<file path="src/rtl/pcra_unit_pkg.sv">
`default_nettype none
// ============================================================================
// Module : pcra_unit_pkg
// Brief  : Shared definitions for the PCRA unit: read_sel byte-select
//          encodings and the default reset vector for PCRA0.
// Rev    : 1.0  initial release
// ============================================================================
package pcra_unit_pkg;

  // Byte-select encodings for bus_out.
  typedef enum logic [1:0] {
    PCRA_RD_PC_LO = 2'd0,
    PCRA_RD_PC_HI = 2'd1,
    PCRA_RD_RA_LO = 2'd2,
    PCRA_RD_RA_HI = 2'd3
  } pcra_rd_sel_e;

  // Default value loaded into PCRA0 on reset.
  localparam logic [15:0] C_PCRA_RESET_VECTOR = 16'h0000;

endpackage : pcra_unit_pkg
`default_nettype wire

</file>
<file path="src/rtl/pcra_unit_register.sv">
`default_nettype none
// ============================================================================
// Module : pcra_register
// Brief  : One program-counter / return-address register. Byte loads take
//          priority over increment; a load of either byte cancels the
//          increment for the whole register, and the unloaded byte holds.
// Ports  : clk, reset      - clock, synchronous active-high reset
//          inc             - increment (modulo 2^ADDR_WIDTH)
//          load_lo/load_hi - write data_in into the low / high byte
//          data_in         - byte data for loads
//          value           - current register contents
// Rev    : 1.0  initial release
// ============================================================================
module pcra_register #(
  parameter int                    WIDTH      = 8,
  parameter int                    ADDR_WIDTH = 16,
  parameter logic [ADDR_WIDTH-1:0] RESET_VAL  = '0
) (
  input  logic                  clk,
  input  logic                  reset,
  input  logic                  inc,
  input  logic                  load_lo,
  input  logic                  load_hi,
  input  logic [WIDTH-1:0]      data_in,
  output logic [ADDR_WIDTH-1:0] value
);

  localparam logic [ADDR_WIDTH-1:0] C_ONE = {{(ADDR_WIDTH-1){1'b0}}, 1'b1};

  logic [ADDR_WIDTH-1:0] r_value;

  always_ff @(posedge clk) begin
    if (reset) begin
      r_value <= RESET_VAL;
    end else if (load_lo || load_hi) begin
      // Load wins over increment; each byte written only if selected.
      if (load_lo) r_value[WIDTH-1:0]          <= data_in;
      if (load_hi) r_value[ADDR_WIDTH-1:WIDTH] <= data_in;
    end else if (inc) begin
      // Natural wrap FFFF -> 0000, carry discarded.
      r_value <= r_value + C_ONE;
    end
  end

  assign value = r_value;

endmodule : pcra_register
`default_nettype wire

</file>
<file path="src/rtl/pcra_unit.sv">
`default_nettype none
// ============================================================================
// Module : pcra_unit
// Brief  : Two PC/return-address registers plus the flip bit choosing which
//          one is the active PC. Jumps/calls byte-load the inactive register
//          (RA) from the data bus and then flip.
// Ports  : clk, reset            - clock, synchronous active-high reset
//          inc_pcra0/inc_pcra1   - increment physical register 0 / 1
//          flip_req              - toggle the PC/RA role mapping
//          bus_in                - byte data for RA loads
//          load_ra_lo/load_ra_hi - write bus_in into RA low / high byte
//          read_sel              - bus_out byte: PC lo, PC hi, RA lo, RA hi
//          addr_sel              - addr_out source: 0 = PC, 1 = RA
//          addr_out, pc_out, ra_out, bus_out, flag_pcraflip - outputs
// Rev    : 1.0  initial release
// ============================================================================
module pcra_unit
  import pcra_unit_pkg::*;
#(
  parameter int                    WIDTH        = 8,
  parameter int                    ADDR_WIDTH   = 16,
  parameter logic [ADDR_WIDTH-1:0] RESET_VECTOR = C_PCRA_RESET_VECTOR
) (
  input  logic                  clk,
  input  logic                  reset,
  input  logic                  inc_pcra0,
  input  logic                  inc_pcra1,
  input  logic                  flip_req,
  input  logic [WIDTH-1:0]      bus_in,
  input  logic                  load_ra_lo,
  input  logic                  load_ra_hi,
  input  logic [1:0]            read_sel,
  input  logic                  addr_sel,
  output logic [ADDR_WIDTH-1:0] addr_out,
  output logic [ADDR_WIDTH-1:0] pc_out,
  output logic [ADDR_WIDTH-1:0] ra_out,
  output logic [WIDTH-1:0]      bus_out,
  output logic                  flag_pcraflip
);

  generate
    if (ADDR_WIDTH != 2 * WIDTH) begin : g_width_check
      $error("pcra_unit: ADDR_WIDTH must equal 2*WIDTH");
    end
  endgenerate

  logic                  r_flip;
  logic [ADDR_WIDTH-1:0] w_pcra0;
  logic [ADDR_WIDTH-1:0] w_pcra1;
  logic                  w_ld0_lo, w_ld0_hi, w_ld1_lo, w_ld1_hi;

  // RA is PCRA1 while flip=0, PCRA0 while flip=1; loads steer by the
  // pre-edge flip value so a flip in the same cycle does not redirect them.
  assign w_ld0_lo =  r_flip & load_ra_lo;
  assign w_ld0_hi =  r_flip & load_ra_hi;
  assign w_ld1_lo = ~r_flip & load_ra_lo;
  assign w_ld1_hi = ~r_flip & load_ra_hi;

  pcra_register #(
    .WIDTH      (WIDTH),
    .ADDR_WIDTH (ADDR_WIDTH),
    .RESET_VAL  (RESET_VECTOR)
  ) u_pcra0 (
    .clk     (clk),
    .reset   (reset),
    .inc     (inc_pcra0),
    .load_lo (w_ld0_lo),
    .load_hi (w_ld0_hi),
    .data_in (bus_in),
    .value   (w_pcra0)
  );

  pcra_register #(
    .WIDTH      (WIDTH),
    .ADDR_WIDTH (ADDR_WIDTH),
    .RESET_VAL  ('0)
  ) u_pcra1 (
    .clk     (clk),
    .reset   (reset),
    .inc     (inc_pcra1),
    .load_lo (w_ld1_lo),
    .load_hi (w_ld1_hi),
    .data_in (bus_in),
    .value   (w_pcra1)
  );

  always_ff @(posedge clk) begin
    if (reset) begin
      r_flip <= 1'b0;
    end else if (flip_req) begin
      r_flip <= ~r_flip;
    end
  end

  logic [ADDR_WIDTH-1:0] w_pc;
  logic [ADDR_WIDTH-1:0] w_ra;
  logic [WIDTH-1:0]      w_bus;

  assign w_pc = r_flip ? w_pcra1 : w_pcra0;
  assign w_ra = r_flip ? w_pcra0 : w_pcra1;

  always_comb begin
    w_bus = w_pc[WIDTH-1:0];
    case (read_sel)
      PCRA_RD_PC_LO: w_bus = w_pc[WIDTH-1:0];
      PCRA_RD_PC_HI: w_bus = w_pc[ADDR_WIDTH-1:WIDTH];
      PCRA_RD_RA_LO: w_bus = w_ra[WIDTH-1:0];
      PCRA_RD_RA_HI: w_bus = w_ra[ADDR_WIDTH-1:WIDTH];
      default:       w_bus = w_pc[WIDTH-1:0];
    endcase
  end

  assign pc_out        = w_pc;
  assign ra_out        = w_ra;
  assign addr_out      = addr_sel ? w_ra : w_pc;
  assign bus_out       = w_bus;
  assign flag_pcraflip = r_flip;

endmodule : pcra_unit
`default_nettype wire
</file>
<file path="config.mk">
export PLATFORM = sky130hd
export DESIGN_NAME = pcra_unit
export DESIGN_NICKNAME = d
export VERILOG_FILES = /design/src/rtl/pcra_unit_pkg.sv /design/src/rtl/pcra_unit_register.sv /design/src/rtl/pcra_unit.sv
export SDC_FILE = /design/constraint.sdc
export NUM_CORES = 1
export LEC_CHECK = 0
export ABC_AREA = 1
export CORE_MARGIN = 2
export CORE_UTILIZATION = 29
export DETAILED_ROUTE_END_ITERATION = 16
export GPL_TIMING_DRIVEN = 0
export SLEW_MARGIN = 20
export SYNTH_ARGS = -nofsm -noshare
export SYNTH_HDL_FRONTEND = slang
export SYNTH_SLANG_ARGS = --single-unit
</file>
<file path="constraint.sdc">
create_clock -name clk -period 1.2 [get_ports clk]
set_input_delay 0.24 -clock clk [delete_from_list [all_inputs] [get_ports clk]]
set_output_delay 0.24 -clock clk [all_outputs]
set_load 0.005 [all_outputs]
</file>
==> results of run 1 <==
==> registers in the layout (all words and copies together) (netlist names) <==
register / cells
u_pcra1.value: 16
u_pcra0.value: 16
flag_pcraflip: 1
==> worst reg2reg max path: cells and delay by family (launching register included) <==
family / cells / cell delay [ps]
flip-flops: 1 / 400
AND/OR/NAND/NOR: 3 / 400
buffers and inverters: 3 / 360
AO/OA/AOI/OAI: 2 / 250
==> routing by layer <==
layer  vias up  share of wire, %
li1       1977                 -
met1      1926                42
met2       253                46
met3        37               8.5
met4         0               3.5
met5         -                 0
==> final cells by class <==
class                   count  area [sq um]  area share [%]
repair buffers            110           898            17.8
plain buffers              19           215            4.27
clock inverters             1          7.51           0.149
clock buffers               6          82.6            1.64
well taps                 133           166            3.30
multi-input cells         413          2680            53.2
flip-flops and latches     33           708            14.1
inverters                  70           278            5.52
==> stage by stage <==
step | setup TNS, ps | instance area, sq um | setup slack [ps] | std cells
global placement | -52750 | 3950 | -1040 | 741
global route | -36720 | 5040 | -686 | 785
detailed placement | -53270 | 3950 | -1050 | 741
floorplan | -288 | 3050 | -26.8 | 535
finish | -31100 | 5040 | -629 | 785
CTS | -29620 | 4660 | -604 | 772
==> synthesized netlist by cell type <==
cell | n | area (sq um)
buf_2 | 9 | 45.0
a21oi_1 | 36 | 180
o2111ai_1 | 5 | 43.8
nand3b_1 | 1 | 7.51
inv_2 | 3 | 11.3
inv_1 | 67 | 251
buf_4 | 3 | 22.5
o21bai_1 | 4 | 30.0
nand4_1 | 6 | 37.5
xnor2_1 | 3 | 26.3
a31oi_1 | 2 | 12.5
a211oi_1 | 1 | 7.51
nand3_1 | 29 | 145
or2_2 | 2 | 12.5
nor3_1 | 1 | 5.00
clkbuf_1 | 7 | 26.3
a21oi_2 | 1 | 8.76
dfxtp_1 | 33 | 661
nand2_2 | 2 | 12.5
ha_1 | 2 | 25.0
xor2_1 | 3 | 26.3
o21ai_1 | 2 | 10.0
o2bb2ai_1 | 1 | 8.76
nand2_1 | 163 | 612
o21ai_0 | 91 | 455
nor2_1 | 58 | 218
==> path summary, 6_finish.rpt <==
check	startpoint	to	slack, ps
worst min register to register	u_pcra1.value[11]	u_pcra1.value[11]	520
worst max-delay path	flag_pcraflip	bus_out[1]	-630
worst min-delay path	reset	u_pcra1.value[11]	300
worst max register to register	flag_pcraflip	u_pcra1.value[2]	-320
==> power by group <==
group,switching (uW),internal (uW),total [uW]
logic,1460,1230,2690
clock network,457,455,912
registers,269,1240,1510
==> kinds of logic after synthesis <==
family / after synthesis / share of synthesized area [%]
fa+ha+maj: 2 / 0.862
buf+inv: 89 / 12.3
xor+xnor: 6 / 1.81
simple gates: 262 / 36.2
compound gates: 143 / 26.1
flops: 33 / 22.8
==> what timing repair did <==
action,in CTS,in global routing
resized for setup,363,136
setup endpoints to repair,89,89
pin swaps,17,31
hold buffers,0,0
setup buffers,20,13
cloned,4,3
==> out/summary.txt, run 1 <==
Status: complete, but fails checks
Failing checks: setup timing
Number of global-route vias before repair: 3899
Post-synthesis sequential area ratio: 22.8%
Fillers: 932
RSZ-0062 raised after global routing: yes
Worst-path maximum fanout: 5
TritonCTS Buffers: 5
Antenna-violating nets left: 0
Fin crit period: 1830 ps
Crit Path Class: register to output port
# IOs: 75
Ant. Diodes: 0
Final hold violations: 0
Final wirelength: 13500 um
Flops & latches, synth: 33
DRC: 0
Finished Core Util: 51.8%
P&R area growth vs syn: 73.6%
Die area: 10800 sq um
Drt first pass iters: 5
CP top delay family: compound AO/OA/AOI/OAI gates
Worst vdd ir: 509 uV
Worst setup EP type: output port
Met1 Track Usage GR: 29.3%
Grt total ovfl: 0
Routability Congestion: 0.959
TritonCTS clock tree: built
Wire per inst: 17.2 um
Max Transition Viols Final: 0
Critical path arrival: 1590 ps
GR Util All Layers: 23.0%
Max frequency: 547 MHz
Layout cell share with drive strength beyond 1: 44.2%
Clk slew on worst S/H paths: 80 ps
Mapped cell area: 2900 sq um
Via count: 4193
DR iter-0 viols: 347
Hold slack: 298 ps
PortBufs: 73
Final WS setup: -629 ps
Crit path required time: 960 ps
Post-Syn Nets: 555
Max_cap viols: 0
CTS max path bufs: 2
GR met3 Demand/Resource: 5.01%
Crit-path max cell delay: 380 ps
Most common cell after layout, fill and taps aside: nand2_1
Yosys cell types: 26
Most used cell, CP: o21ai_1
Initial antenna violation count: 0
P_leak: 0.00220 uW
Sink Count: 33
Rows: 36
Ys Warns: 0
PD cells: 1010 nW/um^2
First-pass GRT wire length: 20100 um
Critical path's slowest cell: dfxtp_4
Largest net degree at the start of global routing: 11
GR Util met2: 38.1%
GRT busiest layer: met2
Cell count of the worst hold path: 2
Cells after Synth: 535
CP cell instances: buf_4, buf_12, o21ai_4, o21ai_1, a21oi_2, o21ai_1, buf_2
Tot Pwr: 5110 uW
Post-DP HPWL: 9250 um
Min-Delay Path Class: primary input to register
Max_slew headroom: 75.1%
Most frequent cells in the layout: nand2_1, inv_1, nor2_1
Final Cycle Share: 152%
Syn Area/Cell: 5.42 sq um
Clk_lat worst skew: 290 ps
Initial Utilization: 29.8%
H-Tree Depth: 2
Startpoint types: register
Fin nets: 672
Die Wd: 104 um
Final setup violation count: 90
Worst Max-Slew Pin Slew: 372 ps
Final Skew: 6.02 ps
Reg2reg path depth: 8
Crit path depth: 7
Root Buffer: clkbuf_8
Buffer and inverter count on the worst path: 3
Die Y: 104 um
Placeable Area: 9730 sq um
Via/cell ratio: 5.34
No activity file was read; power rests on OpenSTA's default activity.
==> run 2, diff against run 1 <==
Settings changed: GPL_TIMING_DRIVEN 0 to 1.
==> out/summary.txt, run 2 (synthesis gave the netlist of run 1 again) <==
Crit path depth: 8
RSZ-0062 raised after global routing: yes
DRC: 0
Crit-path max cell delay: 390 ps
Crit Path Class: register to output port
Drt first pass iters: 4
Rows: 36
Ant. Diodes: 0
Post-DP Area: 4730 sq um
TritonCTS clock tree: built
Via/cell ratio: 5.18
Final WS setup: -682 ps
Final setup violation count: 90
Grt total ovfl: 0
Seq pwr share: 22.1%
Post-DP HPWL: 9400 um
P_leak: 0.00301 uW
# IOs: 75
Largest net degree at the start of global routing: 33
Critical path arrival: 1640 ps
Final Skew: 6.81 ps
Final hold violations: 0
Max_slew headroom: 75.3%
Finished Core Util: 67.8%
Worst Setup SP: flag_pcraflip
Worst Max-Slew Pin Slew: 370 ps
Die Y: 104 um
Failing checks: setup timing
Fin crit period: 1880 ps
Clock share of power: 13.5%
Most frequent cells in the layout: nand2_1, buf_4, buf_6
Sw Share: 41.3%
Hold slack: 553 ps
Routability Congestion: 0.898
TritonCTS Buffers: 5
H-Tree Depth: 2
Clk_lat worst skew: 300 ps
Worst vdd ir: 578 uV
Final Cycle Share: 157%
Clk slew on worst S/H paths: 80 ps
Placeable Area: 9730 sq um
Net switching power: 2660 uW
Post-route cell area: 6600 sq um
Die area: 10800 sq um
P_int: 3770 uW
Via count: 4648
P&R area growth vs syn: 127%
GR Util All Layers: 26.4%
Hold path start: u_pcra1.value[15]
Critical path's slowest cell: dfxtp_4
Final wirelength: 15500 um
Hold_buf cts: 0
Wire per inst: 17.3 um
Root Buffer: clkbuf_8
Fillers: 756
Die Wd: 104 um
Worst R2R End: u_pcra0.value[7]
Non-Filler Instances: 898
CP top delay family: buffers and inverters
Combinational power share: 64.3%
DP Cell Count: 836
CTS max path bufs: 2
Startpoint types: register
Max frequency: 531 MHz
Sink Count: 33
Worst-path maximum fanout: 7
Buffer and inverter count on the worst path: 5
DR iter-0 viols: 224
Worst setup EP type: output port
Initial Utilization: 29.8%
Max Transition Viols Final: 0
Most common cell after layout, fill and taps aside: nand2_1
Number of global-route vias before repair: 4458
Initial antenna violation count: 0
Max_cap viols: 0
PortBufs: 74
Antenna-violating nets left: 0
FF-to-FF setup slack: -440 ps
Crit path required time: 960 ps
Fin nets: 784
Layout cell share with drive strength beyond 1: 59.0%
End of the critical path: addr_out[14]
Status: complete, but fails checks
Reg2reg path depth: 12
First-pass GRT wire length: 23100 um
PD cells: 974 nW/um^2
CP cell instances: buf_12, buf_12, buf_16, o21ai_4, buf_6, nand2_1, o21ai_1, buf_2
Most used cell, CP: buf_12
Min-Delay Path Class: register to register
Worst r2r src: flag_pcraflip
## run 2: worst min path at each step
stage	end	slack [ps]	cells after the start
floorplan	flag_pcraflip	380	2
global placement	u_pcra1.value[15]	550	2
detailed placement	u_pcra1.value[15]	540	2
CTS	u_pcra1.value[15]	530	2
global route	u_pcra1.value[15]	580	2
finish	u_pcra1.value[15]	550	2
## run 2: tightest hold or removal path, cell delays in order (launching register included)
cell     delay, ps
dfxtp_1        330
o21ai_2        150
a21oi_2         30
## run 2: timing repair
item	CTS	global route
pin swaps	65	24
buffers inserted	40	18
setup endpoints to repair	89	90
resized for setup	564	91
cloned	10	0
## run 2: per-stage QoR
| stage | setup TNS (ps) | worst slack [ps] | power [uW] |
|---|---|---|---|
| finish | -42770 | -682 | 6420 |
| global route | -45760 | -719 | 6700 |
| CTS | -38810 | -641 | 6040 |
| detailed placement | -45650 | -900 | 3960 |
| global placement | -43840 | -816 | 3910 |
| floorplan | -288 | -26.8 | 2430 |
## run 2: area by class of cell
class | instances | area [sq um] | share of cell area [%]
Tap cell | 133 | 166 | 2.52
Timing Repair Buffer | 240 | 2360 | 35.8
Clock buffer | 6 | 72.6 | 1.10
Clock inverter | 2 | 10.0 | 0.152
Multi-Input combinational cell | 413 | 3000 | 45.4
Sequential cell | 33 | 688 | 10.4
Timing Repair inverter | 1 | 11.3 | 0.171
Inverter | 70 | 290 | 4.40
## run 2: power groups by stage
stage | logic, uW | registers [uW] | clock network, uW
6_report | 4130 | 1420 | 869
5_1_grt | 4360 | 1430 | 907
4_1_cts | 3760 | 1400 | 882
3_5_place_dp | 2590 | 1370 | 0
3_3_place_gp | 2550 | 1360 | 0
2_1_floorplan | 1050 | 1380 | 0
## run 2: routing by layer
layer,part of all wire (%),track usage [%],vias to the layer above
li1,-,-,2203
met3,6.0,4.64,48
met2,50,46.9,197
met5,0,0,-
met4,4.2,12.0,0
met1,40,30.8,2200
==> run 3, diff against run 2 <==
Settings changed: CAP_MARGIN set to 20, CORE_ASPECT_RATIO set to 0.7, TNS_END_PERCENT set to 50.
==> out/summary.txt, run 3 (synthesis gave the netlist of run 1 again) <==
Die Y: 87.7 um
Fillers: 804
Root Buffer: clkbuf_16
Worst vdd ir: 555 uV
First-pass GRT wire length: 22900 um
Clk slew on worst S/H paths: 60 ps
Fin crit period: 1900 ps
TritonCTS Buffers: 5
Routability Congestion: 0.936
Initial antenna violation count: 0
Fin nets: 778
Drt first pass iters: 6
Final wirelength: 15800 um
Crit Path Class: register to output port
Max_cap viols: 0
Grt total ovfl: 0
Status: complete, but fails checks
Pre-CTS setup slack: -803 ps
Max Transition Viols Final: 0
TritonCTS clock tree: built
Clk_lat worst skew: 290 ps
Most frequent cells in the layout: nand2_1, buf_4, buf_6
Initial Utilization: 29.8%
Worst setup EP type: output port
Worst-path maximum fanout: 7
PortBufs: 74
Antenna-violating nets left: 0
P_leak: 0.00287 uW
Finished Core Util: 62.4%
Startpoint types: register
Crit path required time: 960 ps
Critical path arrival: 1660 ps
DR iter-0 viols: 441
DP Cell Count: 841
Worst Max-Slew Pin Slew: 337 ps
Rows: 30
H-Tree Depth: 2
Placeable Area: 9720 sq um
Via count: 4771
Post-route cell area: 6060 sq um
# IOs: 75
Largest net degree at the start of global routing: 33
Layout cell share with drive strength beyond 1: 46.9%
Ant. Diodes: 0
Final hold violations: 0
CTS max path bufs: 2
GR Util All Layers: 27.4%
Max frequency: 525 MHz
Die area: 10800 sq um
P&R area growth vs syn: 109%
Max_slew headroom: 77.5%
RSZ-0062 raised after global routing: yes
Wire per inst: 17.8 um
Sequential cell area: 681 sq um
Min-Delay Path Class: primary input to register
Final Cycle Share: 159%
Via/cell ratio: 5.38
DRC: 0
Most common cell after layout, fill and taps aside: nand2_1
Final WS setup: -704 ps
Failing checks: setup timing
PD cells: 1100 nW/um^2
Final Skew: 7.59 ps
Number of global-route vias before repair: 4444
Die Wd: 124 um
Final setup violation count: 89
Sink Count: 33
Non-Filler Instances: 887
Footprint of the multi-input gates: 2560 sq um
Post-DP Area: 4780 sq um
Post-DP HPWL: 9890 um
## run 3: repair_timing
action	in CTS	in global routing
setup endpoints to repair	89	89
hold buffers	0	0
gates cloned	8	0
setup buffers	32	10
pin swaps	32	17
resized for setup	382	126
## run 3: report_power, final
group / internal [uW] / switching, uW / total [uW]
Combinational: 1890 / 1770 / 3660
Clock: 1040 / 563 / 1600
Sequential: 1230 / 183 / 1410
Total: 4160 / 2510 / 6670
## run 3: path summary, 6_finish.rpt
check / start / end / slack (ps) / depth (start not counted)
min reg2reg: u_pcra1.value[11] / u_pcra1.value[11] / 620 / 3
min: flip_req / flag_pcraflip / 600 / 3
max: flag_pcraflip / addr_out[7] / -700 / 7
max reg2reg: u_pcra0.value[2] / u_pcra0.value[15] / -350 / 7
## run 3: through the flow
| step | TNS [ps] | power, uW | hold WS (ps) |
|---|---|---|---|
| after floorplan | -363 | 2420 | 376 |
| after global placement | -45060 | 3970 | 594 |
| after detailed placement | -47130 | 4000 | 600 |
| after CTS | -39340 | 6290 | 603 |
| after global routing | -41400 | 6940 | 634 |
| final | -37070 | 6670 | 602 |
## run 3: area by class of cell
cell class	count	area share (%)
clock buffers	7	2.35
clock inverters	1	0.495
inverters	70	4.46
multi-input cells	413	42.2
flip-flops and latches	33	11.2
well taps	128	2.64
repair buffers	235	36.6
## run 3: worst max-delay path: stages, from the launching register on
cell,delay [ps]
dfxtp_4,380
buf_12,160
buf_16,150
buf_8,130
o21ai_4,160
nand2_1,110
o21ai_1,110
buf_2,160
## run 3: per-layer routing
metal	routed length [um]	track usage, %	up-vias
li1	-	-	2192
met1	6300	36.5	2214
met2	7310	44.1	283
met3	1500	5.34	82
met4	649	9.81	0
met5	0	0	-
